--- config.mk ---
export PLATFORM = sky130hd
export DESIGN_NAME = frame_double_buffer
export DESIGN_NICKNAME = d
export VERILOG_FILES = /design/src/rtl/matrix_pkg.sv /design/src/rtl/frame_sync_gen.sv /design/src/rtl/frame_double_buffer.sv
export SDC_FILE = /design/constraint.sdc
export NUM_CORES = 1
export LEC_CHECK = 0
export BUFFER_PORTS_ARGS = -buffer_cell sky130_fd_sc_hd__buf_2
export CAP_MARGIN = 20
export CELL_PAD_IN_SITES_DETAIL_PLACEMENT = 0
export CELL_PAD_IN_SITES_GLOBAL_PLACEMENT = 1
export CORE_MARGIN = 2
export CORE_UTILIZATION = 28
export DETAILED_ROUTE_END_ITERATION = 7
export GPL_ROUTABILITY_DRIVEN = 0
export HOLD_SLACK_MARGIN = 0.12
export MAX_ROUTING_LAYER = met4
export PLACE_DENSITY = 0.62
export SETUP_SLACK_MARGIN = 0.02
export SLEW_MARGIN = 5
export SYNTH_ARGS = -nofsm -noshare
export SYNTH_HDL_FRONTEND = slang
export SYNTH_HIERARCHICAL = 1
export SYNTH_SLANG_ARGS = --single-unit
--- constraint.sdc ---
create_clock -name clock -period 3.03 [get_ports clock]
set_input_delay 0.4545 -clock clock [delete_from_list [all_inputs] [get_ports clock]]
set_output_delay 0.4545 -clock clock [all_outputs]
set_load 0.02 [all_outputs]
--- src/rtl/matrix_pkg.sv ---
// -----------------------------------------------------------------------------
// matrix_pkg
// Shared definitions for the 16x16 LED matrix front end.
//   MATRIX_ROWS / MATRIX_COLS : matrix geometry
//   frame_t                   : flat ROWS*COLS frame vector, row r at
//                               bits [r*COLS +: COLS], bit 0 of a row is
//                               the leftmost column
//   row_t                     : one row word
//   buf_state_t               : double-buffer FSM state
// -----------------------------------------------------------------------------
package matrix_pkg;

    localparam int MATRIX_ROWS = 16;
    localparam int MATRIX_COLS = 16;

    typedef logic [MATRIX_ROWS*MATRIX_COLS-1:0] frame_t;
    typedef logic [MATRIX_COLS-1:0]             row_t;

    typedef enum logic {
        FILL    = 1'b0,
        PENDING = 1'b1
    } buf_state_t;

endpackage : matrix_pkg

--- src/rtl/frame_sync_gen.sv ---
// -----------------------------------------------------------------------------
// frame_sync_gen
// Free-running row counter that models a scanner advancing one row per
// clock. It wraps at ROWS-1 and flags the last row, which is the cycle
// before the scanner returns to row 0.
// Ports:
//   clock   in  rising-edge clock
//   reset_n in  asynchronous active-low reset (counter clears to 0)
//   sync    out high while the counter equals ROWS-1
// -----------------------------------------------------------------------------
module frame_sync_gen #(
    parameter int ROWS  = 16,
    parameter int ROW_W = 4
) (
    input  logic clock,
    input  logic reset_n,
    output logic sync
);

    localparam logic [ROW_W-1:0] LAST_ROW = ROW_W'(ROWS - 1);

    logic [ROW_W-1:0] row_cnt;

    always_ff @(posedge clock or negedge reset_n) begin
        if (!reset_n) begin
            row_cnt <= '0;
        end else if (row_cnt == LAST_ROW) begin
            row_cnt <= '0;
        end else begin
            row_cnt <= row_cnt + 1'b1;
        end
    end

    assign sync = (row_cnt == LAST_ROW);

endmodule : frame_sync_gen

--- src/rtl/frame_double_buffer.sv ---
// -----------------------------------------------------------------------------
// frame_double_buffer
// Double-buffered frame store feeding the row-scanned LED matrix driver.
// Rows are written into a back buffer; a commit publishes the whole back
// buffer to the displayed front buffer at the next scan-frame boundary,
// so the matrix never shows a torn frame.
//
// Build option FRAME_SYNC_GEN_EN: when defined, the frame_sync input is
// ignored and an internal row counter (frame_sync_gen) supplies the frame
// boundary. The port list is the same in both builds.
//
// Ports:
//   clock         in   rising-edge clock
//   reset_n       in   asynchronous active-low reset
//   wr_valid      in   row write request
//   wr_ready      out  row write can be accepted (FILL state)
//   wr_row        in   back-buffer row index
//   wr_data       in   row bits, bit 0 = leftmost column, 1 = LED on
//   commit_valid  in   request to publish the back buffer
//   commit_ready  out  commit can be accepted (FILL state)
//   frame_sync    in   pulse from the scanner at the start of row 0
//   mat           out  registered front buffer, row r at [r*COLS +: COLS]
//   swap_pulse    out  one-cycle pulse after the front buffer is updated
//   swap_count    out  number of completed swaps, wraps 255 -> 0
//
// Handshakes: a transfer happens on every rising edge where valid and
// ready are both high. ready does not depend on valid, and the requester
// holds its payload stable until the transfer edge.
// -----------------------------------------------------------------------------
module frame_double_buffer
    import matrix_pkg::*;
#(
    parameter int ROWS  = MATRIX_ROWS,
    parameter int COLS  = MATRIX_COLS,
    parameter int ROW_W = 4
) (
    input  logic                  clock,
    input  logic                  reset_n,
    input  logic                  wr_valid,
    output logic                  wr_ready,
    input  logic [ROW_W-1:0]      wr_row,
    input  logic [COLS-1:0]       wr_data,
    input  logic                  commit_valid,
    output logic                  commit_ready,
    input  logic                  frame_sync,
    output logic [ROWS*COLS-1:0]  mat,
    output logic                  swap_pulse,
    output logic [7:0]            swap_count
);

    buf_state_t            state_q;
    buf_state_t            state_d;

    logic [COLS-1:0]       back [ROWS];
    logic [ROWS*COLS-1:0]  front;

    logic                  sync_evt;
    logic                  do_swap;
    logic                  wr_fire;
    logic                  row_ok;

    // ---------------------------------------------------------------------
    // Frame boundary source
    // ---------------------------------------------------------------------
`ifdef FRAME_SYNC_GEN_EN
    logic unused_frame_sync;
    assign unused_frame_sync = frame_sync;

    frame_sync_gen #(
        .ROWS  (ROWS),
        .ROW_W (ROW_W)
    ) u_frame_sync_gen (
        .clock   (clock),
        .reset_n (reset_n),
        .sync    (sync_evt)
    );
`else
    // Rising-edge detect so a frame_sync held for several cycles counts
    // as one boundary; a commit made while the pulse is still high waits
    // for the next pulse.
    logic frame_sync_q;

    always_ff @(posedge clock or negedge reset_n) begin
        if (!reset_n) begin
            frame_sync_q <= 1'b0;
        end else begin
            frame_sync_q <= frame_sync;
        end
    end

    assign sync_evt = frame_sync & ~frame_sync_q;
`endif

    // ---------------------------------------------------------------------
    // FSM
    // ---------------------------------------------------------------------
    always_ff @(posedge clock or negedge reset_n) begin
        if (!reset_n) begin
            state_q <= FILL;
        end else begin
            state_q <= state_d;
        end
    end

    always_comb begin
        state_d      = state_q;
        wr_ready     = 1'b0;
        commit_ready = 1'b0;
        do_swap      = 1'b0;
        case (state_q)
            FILL: begin
                wr_ready     = 1'b1;
                commit_ready = 1'b1;
                // A boundary in the commit cycle itself is not used; the
                // swap waits for the following one.
                if (commit_valid) begin
                    state_d = PENDING;
                end
            end
            PENDING: begin
                if (sync_evt) begin
                    do_swap = 1'b1;
                    state_d = FILL;
                end
            end
            default: begin
                state_d = FILL;
            end
        endcase
    end

    // ---------------------------------------------------------------------
    // Buffers
    // ---------------------------------------------------------------------
    assign wr_fire = wr_valid & wr_ready;
    // Out-of-range rows complete the handshake but are discarded.
    assign row_ok  = (int'(wr_row) < ROWS);

    // Back keeps its contents after a swap so later edits are incremental.
    always_ff @(posedge clock or negedge reset_n) begin
        if (!reset_n) begin
            for (int r = 0; r < ROWS; r++) begin
                back[r] <= '0;
            end
        end else if (wr_fire && row_ok) begin
            back[wr_row] <= wr_data;
        end
    end

    always_ff @(posedge clock or negedge reset_n) begin
        if (!reset_n) begin
            front      <= '0;
            swap_pulse <= 1'b0;
            swap_count <= 8'd0;
        end else begin
            swap_pulse <= do_swap;
            if (do_swap) begin
                for (int r = 0; r < ROWS; r++) begin
                    front[r*COLS +: COLS] <= back[r];
                end
                swap_count <= swap_count + 8'd1;
            end
        end
    end

    assign mat = front;

endmodule : frame_double_buffer

==> flow_summary.toml, run 1 <==
[global_routing]
grt_start_max_net_pins = 152
grt_pass1_wl_um = 84100
antenna_found_initial = 6
grt.overflow.total = 0
track_usage = 0.156
grt_pass1_vias = 13300

[yosys]
ys_ff_latch = 523
synth_fa_ha_area_frac = 0.000632
ys_types = 28
async_flop_share = 1.00
synth_warnings = 6
synth-compound-area-share = 0
synth_edf_count = 0
seq_area_frac_synth = 0.661
synthXorXnorAreaFrac = 0.00309
synth-simple-area-share = 0.160
synth_nets = 1719
netlist_area_mm2 = 0.0198
netlist_instances = 1693
synthMuxAreaShare = 0.151
synth_top_flop_cell = "dfrtp_1"
synth_top_family_by_area = "simple AND/OR/NAND/NOR gates"
synth.avg_cell_area_um2 = 11.7

[run]
maxCapViolations = 0

[clocking]
cts_tree = "yes"
cts_max_level = 2
clock_latency_ns = 0.60
root_buffer = "clkbuf_16"
cts_resized = 0
clk_pin_slew_worst_paths_ns = 0.06
cts.sinks = 523
cts_buffers = 57
clock_path_buffers = 3

[floorplan]
ios = 292
start_util = 0.283
core-area_mm2 = 0.0700
die-height_um = 270
die_area_mm2 = 0.0729
die_w_um = 270
num_rows = 97

[final_layout]
fillers = 7096
drive_above_1_share = 0.341
multi_input_area_mm2 = 0.00623
design_area_mm2 = 0.0244
finalNetCount = 2009
ff_latch_area_mm2 = 0.0131
syn_to_final_growth_pct = 23.0

[sta]
tns_ns = 0
rsz0062_at_grt = "false"
fmax_mhz = 432
period_share = 0.763
finalMaxSlewViolations = 0
hold_viol = 0
setup_viol = 0
maxSlewHeadroom = 0.357
max_slew.worst_pin.slew_ns = 0.965
min_period_ns = 2.31
fin_skew_ns = 0.0118

[worst_setup_path]
reg2regPathDepth = 4
end_kind = "flip-flop"
crit_required_ns = 3.52
arrival_ns = 2.80
cp-start-kind = "flip-flop"
crit_type = "flip-flop to flip-flop"
ff2ff_setup_slack_ns = 0.72
critical_path.max_fanout = 16

[power_and_ir_drop]
power.leakage_uw = 0.0132
ir_worst_vdd_uv = 383
power.density_mw_per_mm2 = 836
total_power_uw = 20400

[status]
outcome = "finished clean"

[drt]
num_vias = 12900
drc = 0
drt_iter0_drc = 837
drtPass1Iterations = 6
ant_nets = 0
viasPerCell = 4.34
post_drt_wl_per_cell_um = 18.8
wl_um = 55700

[placement]
io_buffers = 291
hpwl_um = 34300
placed_cell_area_mm2 = 0.0223

[worst_hold_path]
holdPathStages = 2
holdCritPathClass = "flip-flop to flip-flop"
-- critical path, stage by stage (launching register included) --
cell and delay, ns:
dfrtp_1 0.46, nor4b_4 0.78, and3_1 0.31, buf_4 0.27
mux2_2 0.37
-- metrics by stage --
step | util | hold slack (ns) | setup slack [ns] | cells
after detailed placement | 0.319 | 0.448 | 0.521 | 2861
after global routing | 0.348 | 0.475 | 0.635 | 2969
after CTS | 0.348 | 0.456 | 0.718 | 2969
final | 0.348 | 0.458 | 0.718 | 2970
after global placement | 0.319 | 0.444 | 0.536 | 2861
after floorplan | - | 0.159 | 1.30 | 1693
-- cells by family after synthesis --
logic type | Yosys count
and+or+nand+nor | 808
buffers and inverters | 98
adders and majority gates | 1
DFF | 523
muxes | 256
xor gates and xnor gates | 7
-- what timing repair did --
action / 4_1_cts / 5_1_grt
hold endpoints to repair: 76 / 0
setup buffers: 0 / 0
endpoints found under the setup margin: 0 / 0
hold buffers: 3 / 0
-- synthesized netlist by cell type, types with 2 or more instances --
cell type,count,share of area
xnor2_1,4,0.0018
buf_6,7,0.0040
mux2_4,30,0.023
nor2b_1,4,0.0013
buf_2,32,0.0081
nand2_1,774,0.15
xor2_1,3,0.0013
buf_1,4,0.00076
and4bb_4,2,0.0016
nor2_1,4,0.00076
and3_1,4,0.0013
nor3_1,2,0.00051
clkbuf_1,48,0.0091
mux2_2,226,0.13
buf_4,4,0.0015
nand2_2,9,0.0028
dfrtp_1,523,0.66
nand4_1,3,0.00095
-- final timing paths --
check / from / to
max: state_q$_DFF_PN0_ / back[61]$_DFFE_PN0P_
min: back[18]$_DFFE_PN0P_ / mat[226]$_DFFE_PN0P_
max reg2reg: state_q$_DFF_PN0_ / back[61]$_DFFE_PN0P_
min reg2reg: back[18]$_DFFE_PN0P_ / mat[226]$_DFFE_PN0P_
max in group asynchronous: reset_n / back[128]$_DFFE_PN0P_
min in group asynchronous: reset_n / back[251]$_DFFE_PN0P_
-- sequential cells by signal, indices dropped and copies added (netlist names) --
signal / flops
swap_count: 8
frame_sync_q: 1
state_q: 1
mat: 256
back: 256
swap_pulse: 1
-- cell usage in the layout, fill, tap and decap left out --
master         count
diode_2            1
clkbuf_16         57
nor2b_1            4
clkinvlp_4         6
nand4b_4           1
nand3_1            1
nor3_1             2
nand2_1          774
mux2_2           226
inv_16             2
clkbuf_1           9
nor2_1             4
dlygate4sd3_1      3
ha_1               1
xnor2_1            4
bufinv_16          7
dfrtp_1          523
inv_8              1
buf_4             23
xor2_1             3
clkinv_4           1
clkbuf_8          11
nand4_1            3
mux2_4            30
or3_1              1
and4bb_4           2
buf_12            10
nor2_2             1
and3_1             4
nor4b_4            1
buf_8              1
buf_2            290
inv_1              1
clkinv_2          12
nand3b_1           1
nand2_2            9
-- metal layers --
| layer | track usage | wire length [um] |
|---|---|---|
| met1 | 0.208 | 25300 |
| met2 | 0.249 | 26700 |
| met3 | 0.0264 | 2590 |
| met4 | 0.0370 | 1100 |
| met5 | - | 0 |
-- report_power, final --
part / internal, uW / total, uW / switching (uW)
registers: 8430 / 9360 / 928
clock network: 4340 / 7230 / 2890
logic: 1430 / 3770 / 2340
total: 14200 / 20400 / 6160
-- cell type report --
cell class,count,area share
Sequential cell,523,0.537
Multi-Input combinational cell,1072,0.256
Timing Repair Buffer,327,0.0767
Clock buffer,77,0.0662
Tap cell,940,0.0483
Clock inverter,28,0.0149
Inverter,2,0.000616
Antenna cell,1,0.000103
(Power assumes the default switching activity.)
==> inputs of run 2 (changes only) <==
Settings changed: PLACE_DENSITY 0.62 to 0.64.
Clock period 3.03 ns to 1.9 ns, I/O delays scaled along.
==> flow_summary.toml, run 2 (synthesized netlist as in run 1, its figures left out) <==
[placement]
placedCellCount = 2882
placed_cell_area_mm2 = 0.0227
io_buffers = 291
post-place-ws_ns = 0.137
hpwl_um = 35600

[sta]
hold_viol = 0
fin_skew_ns = 0.0218
max_slew.worst_pin.slew_ns = 0.805
fmax_mhz = 564
setup_viol = 0
maxSlewHeadroom = 0.463
period_share = 0.932
min_period_ns = 1.77
finalMaxSlewViolations = 0
tns_ns = 0
setup_ws_ns = 0.128
rsz0062_at_grt = "false"

[worst_setup_path]
cp-start-kind = "flip-flop"
arrival_ns = 2.25
reg2regPathDepth = 4
r2r_end = "back[47]$_DFFE_PN0P_"
critical_path.max_fanout = 16
reg2reg_from = "state_q$_DFF_PN0_"
crit_type = "flip-flop to flip-flop"
crit_required_ns = 2.38
ff2ff_setup_slack_ns = 0.13
end_kind = "flip-flop"

[drt]
ant_nets = 0
drtPass1Iterations = 5
wl_um = 56900
drt_iter0_drc = 711
drc = 0
viasPerCell = 4.39
num_vias = 13100
post_drt_wl_per_cell_um = 19.0

[power_and_ir_drop]
p_clk_frac = 0.338
power_frac_seq = 0.470
comb_power_share = 0.192
p_int_uw = 21800
ir_worst_vdd_uv = 665
power.density_mw_per_mm2 = 1290
power.leakage_uw = 0.0133
p_sw_frac = 0.311
power.switching_uw = 9860

[floorplan]
core-area_mm2 = 0.0700
die-height_um = 270
die_w_um = 270
ios = 292
num_rows = 97
start_util = 0.283
die_area_mm2 = 0.0729

[global_routing]
grt_pass1_vias = 13800
antenna_found_initial = 8
grt.overflow.total = 0
grt_start_max_net_pins = 114
grt_pass1_wl_um = 87200
track_usage = 0.161

[clocking]
cts_buffers = 56
root_buffer = "clkbuf_16"
post_cts_buffers = 0
cts.sinks = 523
cts_tree = "yes"
clock_latency_ns = 0.62
clock_path_buffers = 3
cts_max_level = 2
clk_pin_slew_worst_paths_ns = 0.06

[final_layout]
fin_util = 0.350
design_area_mm2 = 0.0245
finalNetCount = 2029
drive_above_1_share = 0.345
final_common_cell = "nand2_1"
instances_no_fill = 2992
syn_to_final_growth_pct = 23.8
final_cell_mix = "nand2_1, dfrtp_1, buf_2"

[worst_hold_path]
holdCritPathClass = "primary input to asynchronous set/reset pin"

[run]
maxCapViolations = 0

[status]
outcome = "finished clean"
## run 2: layer usage
| metal | track usage | wire length [um] |
|---|---|---|
| met5 | - | 0 |
| met4 | 0.0380 | 1050 |
| met3 | 0.0314 | 3090 |
| met2 | 0.262 | 27700 |
| met1 | 0.209 | 25000 |
## run 2: per-stage QoR
step | power (uW) | hold slack, ns
2_1_floorplan | 18500 | -0.0106
3_3_place_gp | 21100 | 0.263
3_5_place_dp | 21300 | 0.270
4_1_cts | 32200 | 0.200
5_1_grt | 33300 | 0.209
6_report | 31700 | 0.208
## run 2: how the worst max path moves through the flow
stage,startpoint,endpoint,slack (ns)
after floorplan,state_q$_DFF_PN0_,back[21]$_DFFE_PN0P_,0.22
after global placement,state_q$_DFF_PN0_,back[33]$_DFFE_PN0P_,0.16
after detailed placement,state_q$_DFF_PN0_,back[36]$_DFFE_PN0P_,0.14
after CTS,state_q$_DFF_PN0_,back[32]$_DFFE_PN0P_,0.10
after global routing,state_q$_DFF_PN0_,mat[54]$_DFFE_PN0P_,0.06
final,state_q$_DFF_PN0_,back[47]$_DFFE_PN0P_,0.13
## run 2: repair_timing
item	in CTS	in global routing
hold endpoints to repair	301	0
setup endpoints to repair	0	0
gates resized for setup	0	0
hold buffers	3	0
## run 2: area by class of cell
class                   count  area (um2)
clock inverters            17         159
flip-flops and latches    523       13100
inverters                   2        15.0
clock buffers              83        1660
diodes                      7        17.5
multi-input cells        1072        6230
repair buffers            348        2180
well taps                 940        1180
fillers                  7024       45500
## run 2: power by group through the flow
stage	combinational [uW]	clock [uW]	sequential [uW]
after global routing	6660	11500	15200
after detailed placement	6190	0	15100
after global placement	6070	0	15100
after floorplan	2200	0	16300
final	6080	10700	14900
after CTS	6210	11000	15000
## run 2: critical path: stages, from the launching register on
cell and delay (ns):
dfrtp_1 0.47, and4bb_4 0.42, and3_1 0.22, buf_12 0.17, mux2_2 0.34
==> inputs of run 3 (changes only) <==
Settings changed: BUFFER_PORTS_ARGS -buffer_cell sky130_fd_sc_hd__buf_2 to not set, DONT_BUFFER_PORTS set to 1, PLACE_DENSITY 0.64 to 0.6.
==> flow_summary.toml, run 3 (synthesized netlist as in run 1, its figures left out) <==
[sta]
period_share = 0.932
finalMaxSlewViolations = 0
fin_skew_ns = 0.0149
max_slew.worst_pin.slew_ns = 1.39
fmax_mhz = 565
rsz0062_at_grt = "false"
hold_ws_ns = -0.616
hold_viol = 523
tns_ns = 0
setup_viol = 0
maxSlewHeadroom = 0.0728
min_period_ns = 1.77

[clocking]
cts.sinks = 523
cts_max_level = 2
clock_path_buffers = 3
cts_tree = "yes"
postCtsHoldBufs = 34
post_cts_buffers = 0
clock_latency_ns = 0.61
clk_pin_slew_worst_paths_ns = 0.06
root_buffer = "clkbuf_16"
cts_buffers = 57
cts_resized = 0

[power_and_ir_drop]
power.leakage_uw = 0.0120
ir_worst_vdd_uv = 691
total_power_uw = 31300
power.density_mw_per_mm2 = 1330

[worst_setup_path]
crit_type = "flip-flop to flip-flop"
startpoint = "state_q$_DFF_PN0_"
end_kind = "flip-flop"
critical_path.max_fanout = 16
cp-start-kind = "flip-flop"
reg2reg_from = "state_q$_DFF_PN0_"
crit_required_ns = 2.38
arrival_ns = 2.25

[floorplan]
die_area_mm2 = 0.0729
die-height_um = 270
ios = 292
core-area_mm2 = 0.0700
die_w_um = 270
num_rows = 97
start_util = 0.283

[final_layout]
drive_above_1_share = 0.234
syn_to_final_growth_pct = 18.6
finalNetCount = 1747
fin_util = 0.336
design_area_mm2 = 0.0235
final_common_cell = "nand2_1"
final_cell_mix = "nand2_1, dfrtp_1, mux2_2"

[global_routing]
grt_pass1_vias = 12500
track_usage = 0.159
grt_pass1_wl_um = 84400
antenna_found_initial = 8
grt_start_max_net_pins = 524
grt.overflow.total = 0

[drt]
ant_nets = 0
viasPerCell = 4.42
num_vias = 12000
post_drt_wl_per_cell_um = 20.8
drc = 0
drt_iter0_drc = 661
drtPass1Iterations = 4
wl_um = 56400

[run]
maxCapViolations = 0

[worst_hold_path]
holdCritPathClass = "primary input to asynchronous set/reset pin"

[placement]
hpwl_um = 33100
io_buffers = 0
placed_cell_area_mm2 = 0.0210

[status]
outcome = "complete, but fails checks"
violations = "hold timing"
## run 3: changes by cell type in the layout (fill, tap and decap cells not counted), sizes merged, moves of 2 or more
| cell | previous run | this run |
|---|---|---|
| buf | 345 | 47 |
| bufinv | 0 | 7 |
| clkbuf | 83 | 76 |
| clkinv | 12 | 14 |
| diode | 7 | 1 |
| dlygate4sd3 | 3 | 18 |
## run 3: critical path, cell delays in order (launching register included)
cell      delay (ns)
dfrtp_1         0.47
and4bb_4        0.43
and3_1          0.21
buf_12          0.18
mux2_2          0.35
## run 3: layout make-up
| class | instances | area (um2) |
|---|---|---|
| Clock inverter | 28 | 367 |
| Fill cell | 6992 | 46500 |
| Clock buffer | 76 | 1610 |
| Multi-Input combinational cell | 1072 | 6230 |
| Timing Repair Buffer | 65 | 1010 |
| Tap cell | 940 | 1180 |
| Inverter | 2 | 15.0 |
| Sequential cell | 523 | 13100 |
| Antenna cell | 1 | 2.50 |
## run 3: path summary, 6_finish.rpt
check / end / slack (ns) / cells past startpoint
hold / removal: back[59]$_DFFE_PN0P_ / -0.62 / 0
setup reg to reg: back[35]$_DFFE_PN0P_ / 0.13 / 4
setup / recovery: back[35]$_DFFE_PN0P_ / 0.13 / 4
hold reg to reg: mat[103]$_DFFE_PN0P_ / 0.46 / 2
min in group clock: back[4]$_DFFE_PN0P_ / 0.19 / 4
max in group asynchronous: back[204]$_DFFE_PN0P_ / 1.40 / 0
## run 3: per-stage QoR
| stage | worst slack [ns] | instances |
|---|---|---|
| floorplan | 0.220 | 1693 |
| finish | 0.130 | 2707 |
| global placement | 0.167 | 2568 |
| detailed placement | 0.123 | 2568 |
| CTS | 0.104 | 2706 |
| global route | 0.0551 | 2706 |
## run 3: metal layers
metal | part of all wire | vias up | global-route usage | wire [um]
met5 | 0 | - | - | 0
met4 | 0.024 | 0 | 0.0417 | 1350
met3 | 0.088 | 88 | 0.0548 | 4950
met2 | 0.47 | 317 | 0.247 | 26400
met1 | 0.42 | 6100 | 0.197 | 23700
li1 | - | 5468 | - | -
## run 3: where the power goes
part	switching (uW)	internal, uW	leakage, uW	total [uW]
sequential	3410	13400	0.00691	16800
combinational	1390	1500	0.00415	2890
clock	4650	6910	0.000967	11600
